## config.mk

```make
export PLATFORM = sky130hd
export DESIGN_NAME = axis_pkt_gen
export DESIGN_NICKNAME = d
export VERILOG_FILES = /design/src/rtl/axis_pkt_gen.sv
export SDC_FILE = /design/constraint.sdc
export NUM_CORES = 1
export LEC_CHECK = 0
export BUFFER_PORTS_ARGS = -buffer_cell sky130_fd_sc_hd__clkbuf_2
export CORE_MARGIN = 2
export CORE_UTILIZATION = 45
export CTS_CLUSTER_SIZE = 12
export DETAILED_ROUTE_END_ITERATION = 6
export PLACE_DENSITY = 0.66
export SLEW_MARGIN = 20
export SYNTH_ARGS = -nofsm -noshare
export SYNTH_HDL_FRONTEND = slang
export SYNTH_SLANG_ARGS = --single-unit
```

## constraint.sdc

```tcl
create_clock -name clk -period 6.37 [get_ports clk]
set_input_delay 0.3185 -clock clk [delete_from_list [all_inputs] [get_ports clk]]
set_output_delay 0.3185 -clock clk [all_outputs]
set_load 0.03 [all_outputs]
```

## src/rtl/axis_pkt_gen.sv

```systemverilog
// -----------------------------------------------------------------------------
// axis_pkt_gen
//
// Byte-wide AXI-Stream packet transmitter. A start command in IDLE latches a
// beat count and a seed byte, then the block emits pkt_len beats of
// incrementing data (seed, seed+1, ... mod 256) with tlast on the final beat.
// Downstream backpressure via output_tready is honoured. After each packet an
// optional gap of GAP_CYCLES idle cycles is inserted before IDLE is re-entered,
// and a 16-bit completed-packet counter is maintained.
//
// Parameters
//   GAP_CYCLES     idle cycles inserted after each packet (0 = none)
//
// Ports
//   clk            clock, rising edge
//   reset_n        asynchronous active-low reset
//   start          packet request, sampled only in IDLE
//   pkt_len[7:0]   beats per packet (1..255), latched on accepted start
//   seed[7:0]      first data byte, latched on accepted start
//   output_tdata   stream data
//   output_tvalid  stream valid
//   output_tlast   final beat marker
//   output_tready  downstream ready
//   busy           high while in SEND or GAP
//   done           one-cycle pulse after the tlast beat is accepted
//   pkt_count      completed packets, wraps 0xFFFF -> 0
//   dbg_state_o    current FSM state (0 = IDLE, 1 = SEND, 2 = GAP)
//
// Handshake: a beat transfers on any rising edge where output_tvalid and
// output_tready are both high. output_tvalid is a register and never depends
// combinationally on output_tready; once raised, tvalid/tdata/tlast hold
// stable until the beat transfers.
// -----------------------------------------------------------------------------
module axis_pkt_gen #(
    parameter int GAP_CYCLES = 0
) (
    input  logic        clk,
    input  logic        reset_n,
    input  logic        start,
    input  logic [7:0]  pkt_len,
    input  logic [7:0]  seed,
    output logic [7:0]  output_tdata,
    output logic        output_tvalid,
    output logic        output_tlast,
    input  logic        output_tready,
    output logic        busy,
    output logic        done,
    output logic [15:0] pkt_count,
    output logic [1:0]  dbg_state_o
);

    typedef enum logic [1:0] {
        ST_IDLE = 2'd0,
        ST_SEND = 2'd1,
        ST_GAP  = 2'd2
    } state_e;

    // Terminal value of the gap counter; only meaningful when GAP_CYCLES > 0.
    localparam logic [15:0] GAP_LAST = (GAP_CYCLES > 0) ? 16'(GAP_CYCLES - 1) : 16'd0;
    localparam bit          HAS_GAP  = (GAP_CYCLES > 0);

    state_e      state_q;
    logic [7:0]  len_q;
    logic [7:0]  seed_q;
    logic [7:0]  beat_q;
    logic [15:0] gap_q;
    logic [7:0]  tdata_q;
    logic        tvalid_q;
    logic        tlast_q;
    logic        busy_q;
    logic        done_q;
    logic [15:0] pkt_count_q;

    logic        handshake;
    logic [7:0]  beat_d;

    assign handshake = tvalid_q & output_tready;
    assign beat_d    = beat_q + 8'd1;

    always_ff @(posedge clk or negedge reset_n) begin
        if (!reset_n) begin
            state_q     <= ST_IDLE;
            len_q       <= 8'd0;
            seed_q      <= 8'd0;
            beat_q      <= 8'd0;
            gap_q       <= 16'd0;
            tdata_q     <= 8'd0;
            tvalid_q    <= 1'b0;
            tlast_q     <= 1'b0;
            busy_q      <= 1'b0;
            done_q      <= 1'b0;
            pkt_count_q <= 16'd0;
        end else begin
            // done is a single-cycle pulse; only the tlast handshake re-arms it.
            done_q <= 1'b0;

            case (state_q)
                ST_IDLE: begin
                    // A zero-length request is dropped without any side effect.
                    if (start && (pkt_len != 8'd0)) begin
                        len_q    <= pkt_len;
                        seed_q   <= seed;
                        beat_q   <= 8'd0;
                        tdata_q  <= seed;
                        tvalid_q <= 1'b1;
                        tlast_q  <= (pkt_len == 8'd1);
                        busy_q   <= 1'b1;
                        state_q  <= ST_SEND;
                    end
                end

                ST_SEND: begin
                    if (handshake) begin
                        if (tlast_q) begin
                            tvalid_q    <= 1'b0;
                            tlast_q     <= 1'b0;
                            tdata_q     <= 8'd0;
                            beat_q      <= 8'd0;
                            done_q      <= 1'b1;
                            pkt_count_q <= pkt_count_q + 16'd1;
                            if (HAS_GAP) begin
                                gap_q   <= 16'd0;
                                state_q <= ST_GAP;
                            end else begin
                                busy_q  <= 1'b0;
                                state_q <= ST_IDLE;
                            end
                        end else begin
                            // Advance to the next beat; data wraps naturally mod 256.
                            beat_q  <= beat_d;
                            tdata_q <= seed_q + beat_d;
                            tlast_q <= (beat_d == (len_q - 8'd1));
                        end
                    end
                end

                ST_GAP: begin
                    // GAP_CYCLES cycles here plus the mandatory IDLE cycle give
                    // GAP_CYCLES+1 cycles of tvalid low between packets.
                    if (gap_q == GAP_LAST) begin
                        gap_q   <= 16'd0;
                        busy_q  <= 1'b0;
                        state_q <= ST_IDLE;
                    end else begin
                        gap_q <= gap_q + 16'd1;
                    end
                end

                default: begin
                    tvalid_q <= 1'b0;
                    tlast_q  <= 1'b0;
                    busy_q   <= 1'b0;
                    state_q  <= ST_IDLE;
                end
            endcase
        end
    end

    assign output_tdata  = tdata_q;
    assign output_tvalid = tvalid_q;
    assign output_tlast  = tlast_q;
    assign busy          = busy_q;
    assign done          = done_q;
    assign pkt_count     = pkt_count_q;
    assign dbg_state_o   = state_q;

endmodule

```

**Yosys cells after proc, flatten, opt, wreduce, memory -nomap -nowiden**

Cells that the tools add are included.

- Word-level logic and storage cells: 64
- Input port bits: 20
- Output and inout port bits: 30
- Flip-flop bits (word level): 70

- $add $sub $neg: 5
- Bitwise operators: 2
- Equal/unequal tests: 8
- Reduce and logical (&&, ||, !) cells: 11
- Muxes and demuxes: 27

Operators with widths:

| cell | number |
|---|---|
| 2-to-1 mux 8 bit | 6 |
| adder 16 x 1 -> 16 bit, second input constant | 2 |
| case mux 8 bit (2 select lines) | 2 |
| logical NOT 16 bit | 1 |
| 2-to-1 mux 16 bit | 1 |
| 2-to-1 mux 1 bit | 10 |
| case mux 1 bit (3 select lines) | 3 |
| AND reduction 3 bit | 3 |
| adder 8 x 1 -> 8 bit, second input constant | 1 |
| adder 8 bit | 1 |
| == test 8 x 1 -> 1 bit, second input constant | 1 |
| == test 8 bit | 1 |
| 2-to-1 mux 2 bit | 4 |
| != test 2 bit, second input constant | 4 |
| AND reduction 4 bit | 2 |
| nonzero test 8 bit | 1 |
| subtractor 8 x 1 -> 8 bit, second input constant | 1 |
| case mux 2 bit (3 select lines) | 1 |
| == test 2 x 1 -> 1 bit, second input constant | 1 |
| == test 2 bit, second input constant | 1 |
| logical NOT 2 bit | 1 |
| AND reduction 2 bit | 1 |
| nonzero test 2 bit | 1 |
| bitwise AND 1 bit | 1 |
| other kinds (2) | 2 |

**Longest topological paths before layout**

Gate-level depths: netlist of run 1.

- Word-level depth: 5
- Mapped depth: 11

**Worst setup path after synthesis of run 1**

OpenSTA, ideal clock, no wires.

- Kind: reg-to-reg
- Start point: register beat_q[0]
- End point: register tdata_q[6] (netlist: output_tdata[6])
- Required time: 6.293 ns
- Cell stages (with the launch flop): 10
- Buffers on the path: 0
- Data arrival time: 2.398 ns
- Path slack: 3.895 ns
- Library setup time: 0.077 ns
- Cell sequence: dfrtp_1 ha_1 xor2_1 ha_1 nand2b_1 a21oi_1 o21a_1 or4b_2 and3_1 a21oi_1

- Cells in the longest elaborated chain, start to end: 5

RTL lines:

| element | line | RTL |
|---|---|---|
| start, declared | 65 | `logic [7:0] beat_q;` |
| start signal, assigned | 130 | `beat_q <= beat_d;` |
| adder 8 x 1 -> 8 bit | 78 | `assign beat_d = beat_q + 8'd1;` |
| adder 8 bit | 131 | `tdata_q <= seed_q + beat_d;` |
| 2-to-1 mux 8 bit | 114 | `if (tlast_q) begin` |
| 2-to-1 mux 8 bit | 113 | `if (handshake) begin` |
| case mux 8 bit (2 select lines) | 97 | `case (state_q)` |
| end signal, assigned | 131 |  |
| end, declared | 67 | `logic [7:0] tdata_q;` |

Every way passes these cells. The select of a mux whose other input is x is not followed.
A chain may end at the register's enable or synchronous reset.

**Worst setup path in the final report of run 1**

Same ends and word-level chain as after synthesis.

==> metrics.yaml, run 1 <==
finalWeightedCongestion: 0.8623
vias_per_cell: 5.097
hp-class: "in2async"
synthCells: 292
end_kind: "flop"
root_buffer: "clkbuf_8"
critical_path.slowest_cell: "or4b_2"
overflow: 0
max-slew-margin-rel: 0.4381
hold_buffers: 0
cp-startpoint: "beat_q[0]"
crit_buf_inv: 0
port_buffers: 48
hold_viol: 0
track_usage: 0.1859
yosys.area.top_type: "dfrtp_1"
finalCritPeriodShare: 0.4236
ys_ff_latch: 51
r2r_end: "output_tdata[6]"
synth_cell_types: 45
drtPass1Iterations: 4
cp_data_required_time_ns: 6.62
synthTopCellsByArea: "dfrtp_1 46%, xnor2_1 8.6%, nand2_1 8.5%"
dpl.hpwl_um: 4310
cts_buffers: 5
cts_tree: "built"
antenna_found_initial: 0
postSynthAreaPerCell_sq_um: 9.431
outcome: "completed"
rrSetupSlack_ns: 3.67
finalPower_mw: 1.393
peakVddDrop_mv: 0.2015
ff2ff_path_depth: 9
tns_ns: 0
grt_max_degree: 52
cp-endpoint: "output_tdata[6]"
grt_pass1_vias: 1982
initial_utilization: 0.4651
grt_pass1_wl_um: 9556
startpoint_type: "flop"
max_stage_delay_ns: 0.63
cp_top_family: "simple AND/OR/NAND/NOR gates"
dieArea_sq_um: 6762
worstReg2RegStart: "beat_q[0]"
nFillCells: 563
skew_ns: 0.01430
yosysWarnings: 0
multiInputGateArea_sq_um: 1371
worst_skew_pair.late_latency_ns: 0.32
layout-drive-gt1-share: 0.2035
area_growth_pct: 14.18
h-tree-depth: 2
drv_slew: 0
synthesis.nets: 323
cp_max_fo: 7
ant_nets: 0
holdWs_ns: 0.09577
finalWirelength_um: 5836
clockBufferDepth: 2
die_h_um: 82.23
num_rows: 28
core_region_area_sq_um: 5921
register_area_sq_um: 1276
critPathKind: "reg2reg"
syn-cell-area_sq_um: 2754
fin_crit_ns: 2.698
clock_sinks: 51
async_reset_ff_frac: 1.000
p_per_area_nw_per_um2: 442.9
postCtsSetupBuffers: 0
final_nets: 369
tightest_slew_ns: 0.8398
cp_cell_sequence: "ha_1 > xor2_1 > ha_1 > nand2b_1 > a21oi_1 > o21a_1 > or4b_2 > and3_1 > a21oi_1"
wl_per_cell_um: 14.10
diodes: 0
num_io_pins: 50
max_cap_violations: 0
clk_pin_slew_ns: 0.10
ctsResizeCount: 0
leakage_nw: 1.547
die_width_um: 82.23
synth_ff_type: "dfrtp_1"
remaining_drc_errors: 0
finalSetupViolCount: 0
synth_top_cell_area_share: 0.4634
arrival_ns: 2.95
seq_area_frac_synth: 0.4634
vias: 2110
drt_iter0_markers: 141
path_depth: 9
synth_edf_count: 0
rsz0062_at_grt: "no"
max_clock_freq_ghz: 0.3706
cell usage in the layout, fill, tap and decap left out, drive strengths merged, types with 7 or more instances in the layout:
cell / Yosys / layout
clkbuf: 7 / 53
o21ai: 15 / 15
a21oi: 7 / 7
nand2: 63 / 63
xor2: 11 / 11
xnor2: 28 / 28
inv: 14 / 16
ha: 10 / 10
nor2: 14 / 14
dfrtp: 51 / 51
and3: 7 / 7
nand3: 15 / 15
state kept, by name (all words and copies together), names as in the netlist:
signal / flops
beat_q: 8
pkt_count: 16
output_tdata: 8
output_tvalid: 1
len_q: 8
seed_q: 8
done: 1
output_tlast: 1
stage by stage:
stage | setup slack, ns | cells | area, sq um | util
floorplan | 3.895 | 292 | 2754 | -
global placement | 3.777 | 406 | 3049 | 0.5150
detailed placement | 3.707 | 406 | 3049 | 0.5150
CTS | 3.678 | 414 | 3144 | 0.5311
global route | 3.489 | 414 | 3144 | 0.5311
finish | 3.672 | 414 | 3144 | 0.5311
area by class of cell:
type,count,area share
sequential,51,0.4059
multi-input combinational,216,0.4361
inverter,14,0.01671
clock inverter,3,0.008357
clock buffer,5,0.02189
tap,75,0.02984
timing repair buffer,50,0.08118
where the power goes:
part	internal (mW)	switching, mW	total (mW)	leakage (nW)
Sequential	0.424	0.0998	0.524	0.661
Combinational	0.264	0.405	0.668	0.837
Clock	0.0811	0.119	0.200	0.0491
Total	0.769	0.624	1.39	1.55
worst min-delay path by stage:
| stage | from | end | slack [ns] | depth (start not counted) |
|---|---|---|---|---|
| 6_report | reset_n | output_tdata[1] | 0.1 | 2 |
| 5_1_grt | reset_n | seed_q[4] | 0.18 | 2 |
| 4_1_cts | reset_n | seed_q[4] | 0.13 | 2 |
| 3_5_place_dp | pkt_count[15] | pkt_count[15] | 0.47 | 1 |
| 3_3_place_gp | pkt_count[15] | pkt_count[15] | 0.46 | 1 |
| 2_1_floorplan | reset_n | beat_q[0] | 0.02 | 0 |
cells by family after synthesis:
kind of cell             count (synthesis)  synth area share
AO/OA/AOI/OAI                           44            0.1036
XOR/XNOR                                39            0.1268
adder cells (fa/ha/maj)                 11           0.05270
buffers and inverters                   25           0.03862
flip-flops                              51            0.4634
multiplexers                             1          0.004089
other                                    1          0.001362
AND/OR/NAND/NOR                        120            0.2095
Yosys cell counts, types with 2 or more instances:
cell,count
and3_1,6
o21a_1,3
a31oi_1,2
o31ai_1,2
nor3_1,4
nand3_1,14
nand4_1,3
clkbuf_1,7
a21oi_1,7
a32oi_1,2
nand2b_1,3
or4b_2,2
o21ai_0,15
inv_1,14
nor2_1,14
dfrtp_1,51
o2bb2ai_1,4
xnor2_1,27
o211ai_1,4
ha_1,10
buf_4,3
xor2_1,11
nand2_1,62
layer usage:
layer | vias to the layer above | track usage | wire (um)
li1 | 1073 | - | -
met4 | 0 | 0.06167 | 87
met3 | 8 | 0.03696 | 195
met5 | - | 0 | 0
met1 | 996 | 0.2563 | 2848
met2 | 33 | 0.2927 | 2704
Note: power is estimated with default switching activity, not from simulation.
==> run 2: changes to the inputs <==
--- a/config.mk
+++ b/config.mk
@@ -10,7 +10,7 @@
 export CORE_UTILIZATION = 45
 export CTS_CLUSTER_SIZE = 12
 export DETAILED_ROUTE_END_ITERATION = 6
-export PLACE_DENSITY = 0.66
+export PLACE_DENSITY = 0.68
 export SLEW_MARGIN = 20
 export SYNTH_ARGS = -nofsm -noshare
 export SYNTH_HDL_FRONTEND = slang
==> constraint.sdc (replaced) <==
create_clock -name clk -period 2.3 [get_ports clk]
set_input_delay 0.115 -clock clk [delete_from_list [all_inputs] [get_ports clk]]
set_output_delay 0.115 -clock clk [all_outputs]
set_load 0.03 [all_outputs]
==> run 2 against run 1 <==
  * The run now ends with negative setup slack left
  * Critical path type unchanged
  * Combinational power grew to 3.7 times the previous value
  * Largest cell class unchanged
  * Sequential cell count is the same
  * Via count grew 11%
  * Power grew to 3.3 times the previous value
  * Highest routed layer unchanged
  * First-iteration DRC count shrank 25%
  * Setup slack lost 3.7 ns
==> metrics.yaml, run 2 (synthesis gave the netlist of run 1 again) <==
vias: 2332  # was 2110
outcome: "complete, but fails checks"  # was completed
finalSetupViolCount: 1  # was 0
wl_per_cell_um: 14.62  # was 14.10 um
clock_sinks: 51  # unchanged
clk_pin_slew_ns: 0.10  # about the same
ff2ff_path_depth: 8  # was 9
peakVddDrop_mv: 0.5637  # was 0.2015 mV
fin_ws_ns: -0.01385  # was 3.672 ns
startpoint_type: "flop"  # unchanged
remaining_drc_errors: 0  # unchanged
drtPass1Iterations: 4  # unchanged
cp_top_family: "simple AND/OR/NAND/NOR gates"  # unchanged
p_per_area_nw_per_um2: 1254  # was 442.9 nW/um^2
antenna_found_initial: 0  # unchanged
drv_slew: 0  # unchanged
arrival_ns: 2.56  # was 2.95 ns
max-slew-margin-rel: 0.6240  # was 0.4381
track_usage: 0.2046  # was 0.1859
rsz0062_at_grt: "yes"  # was no
min_to: "seed_q[6]"
critPathKind: "reg2reg"  # unchanged
skew_ns: 0.01326  # was 0.01430 ns
ant_nets: 0  # unchanged
crit_buf_inv: 1  # was 0
critical_path.slowest_cell: "or4b_4"  # was or4b_2
hp-start: "seed[6]"
hold_viol: 0  # unchanged
cts_buffers: 5  # unchanged
end_kind: "flop"  # unchanged
leakage_nw: 1.752  # was 1.547 nW
final_cell_mix: "62 x nand2_1, 48 x dfrtp_1, 48 x clkbuf_2"  # was 62 x nand2_1, 51 x dfrtp_1, 48 x clkbuf_2
grt_pass1_vias: 2284  # was 1982
num_io_pins: 50  # unchanged
max_cap_violations: 0  # unchanged
worst_skew_pair.late_latency_ns: 0.32  # about the same
cp_cell_sequence: "ha_4 > inv_2 > fa_2 > nand2b_4 > a21oi_4 > nor3_2 > or4b_4 > a31oi_2"  # was ha_1 > xor2_1 > ha_1 > nand2b_1 > a21oi_1 > o21a_1 > or4b_2 > and3_1 > a21oi_1
vias_per_cell: 5.194  # was 5.097
worstReg2RegStart: "beat_q[0]"  # unchanged
final_common_cell: "nand2_1"  # unchanged
drt_iter0_markers: 106  # was 141
finalCritPeriodShare: 1.006  # was 0.4236
rrSetupSlack_ns: -0.01  # was 3.67 ns
dieArea_sq_um: 6762  # unchanged
finalWirelength_um: 6565  # was 5836 um
cp_max_fo: 5  # was 7
clockBufferDepth: 2  # unchanged
utilization: 0.6169  # was 0.5311
tightest_slew_ns: 0.5596  # was 0.8398 ns
violations: "negative setup slack"
cts_tree: "built"  # unchanged
h-tree-depth: 2  # unchanged
num_rows: 28  # unchanged
area_growth_pct: 32.62  # was 14.18%
r2r_end: "output_tdata[4]"  # was output_tdata[6]
grt_max_degree: 52  # unchanged
overflow: 0  # unchanged
die_h_um: 82.23  # unchanged
layout-drive-gt1-share: 0.3476  # was 0.2035
finalPower_mw: 4.581  # was 1.393 mW
holdPathStages: 3
die_width_um: 82.23  # unchanged
finalWeightedCongestion: 0.8336  # was 0.8623
max_clock_freq_ghz: 0.4322  # was 0.3706 GHz
holdWs_ns: 0.003481  # was 0.09577 ns
root_buffer: "clkbuf_8"  # unchanged
largest_register_ffs: 16  # unchanged
tns_ns: -0.01385  # was 0 ns
port_buffers: 48  # unchanged
diodes: 0  # unchanged
initial_utilization: 0.4651  # unchanged
max_stage_delay_ns: 0.48  # was 0.63 ns
final_nets: 404  # was 369
place_area_sq_um: 3291  # was 3049 sq um
hp-class: "in2reg"  # was in2async
dpl.hpwl_um: 4558  # was 4310 um
final_area_sq_um: 3652  # was 3144 sq um
fin_crit_ns: 2.314  # was 2.698 ns
core_region_area_sq_um: 5921  # unchanged
cp_data_required_time_ns: 2.54  # was 6.62 ns
grt_pass1_wl_um: 10540  # was 9556 um
[run 2: cell types whose count changed in the layout (fill, tap and decap cells not counted), sizes merged]
cell and change:
buf +34, dlygate4sd3 +1, bufinv +1, inv -1
[run 2: final cells by class]
class | instances | area [sq um]
fillers | 483 | 2268
multi-input cells | 216 | 1558
flip-flops and latches | 51 | 1280
repair buffers | 85 | 549.3
well taps | 75 | 93.84
clock buffers | 5 | 68.82
inverters | 14 | 55.05
clock inverters | 3 | 47.55
[run 2: tightest hold or removal path: cells and delay by family]
family | cells | cell delay (ns)
AND/OR/NAND/NOR | 2 | 0.08
buffers and inverters | 1 | 0.09
[run 2: worst max path at each step]
stage / cells after the start / slack [ns] / endpoint / startpoint
global placement: 9 / -0.001 / output_tdata[6] / beat_q[1]
detailed placement: 9 / -0.06 / output_tdata[6] / beat_q[1]
global route: 9 / -0.05 / output_tdata[6] / beat_q[0]
finish: 8 / -0.01 / output_tdata[4] / beat_q[0]
floorplan: 9 / 0.01 / output_tdata[6] / beat_q[0]
CTS: 8 / 0.005 / output_tdata[4] / beat_q[0]
[run 2: report_power, final]
part / switching [mW] / internal [mW]
clock: 0.325 / 0.330
combinational: 1.33 / 1.14
sequential: 0.278 / 1.18
[run 2: repair_timing]
item / 4_1_cts / 5_1_grt
gates cloned: 0 / 0
setup endpoints to repair: 2 / 4
hold buffers: 1 / 0
pin swaps: 8 / 5
hold endpoints to repair: 51 / 0
resized for setup: 16 / 10
buffers inserted: 8 / 4
[run 2: routing by layer]
metal  GRT usage  wire, um  part of all wire  vias up
met2      0.3556      3252              0.50       50
met5           0         0                 0        -
met1      0.2549      2993              0.46     1123
met3     0.03587       222             0.034        8
li1            -         -                 -     1151
met4     0.07167        96             0.015        0
[run 2: per-stage QoR]
stage	setup WS (ns)	std cells
2_1_floorplan	0.01316	292
3_3_place_gp	-0.001123	428
3_5_place_dp	-0.05725	428
4_1_cts	0.004660	445
5_1_grt	-0.05438	449
6_report	-0.01385	449
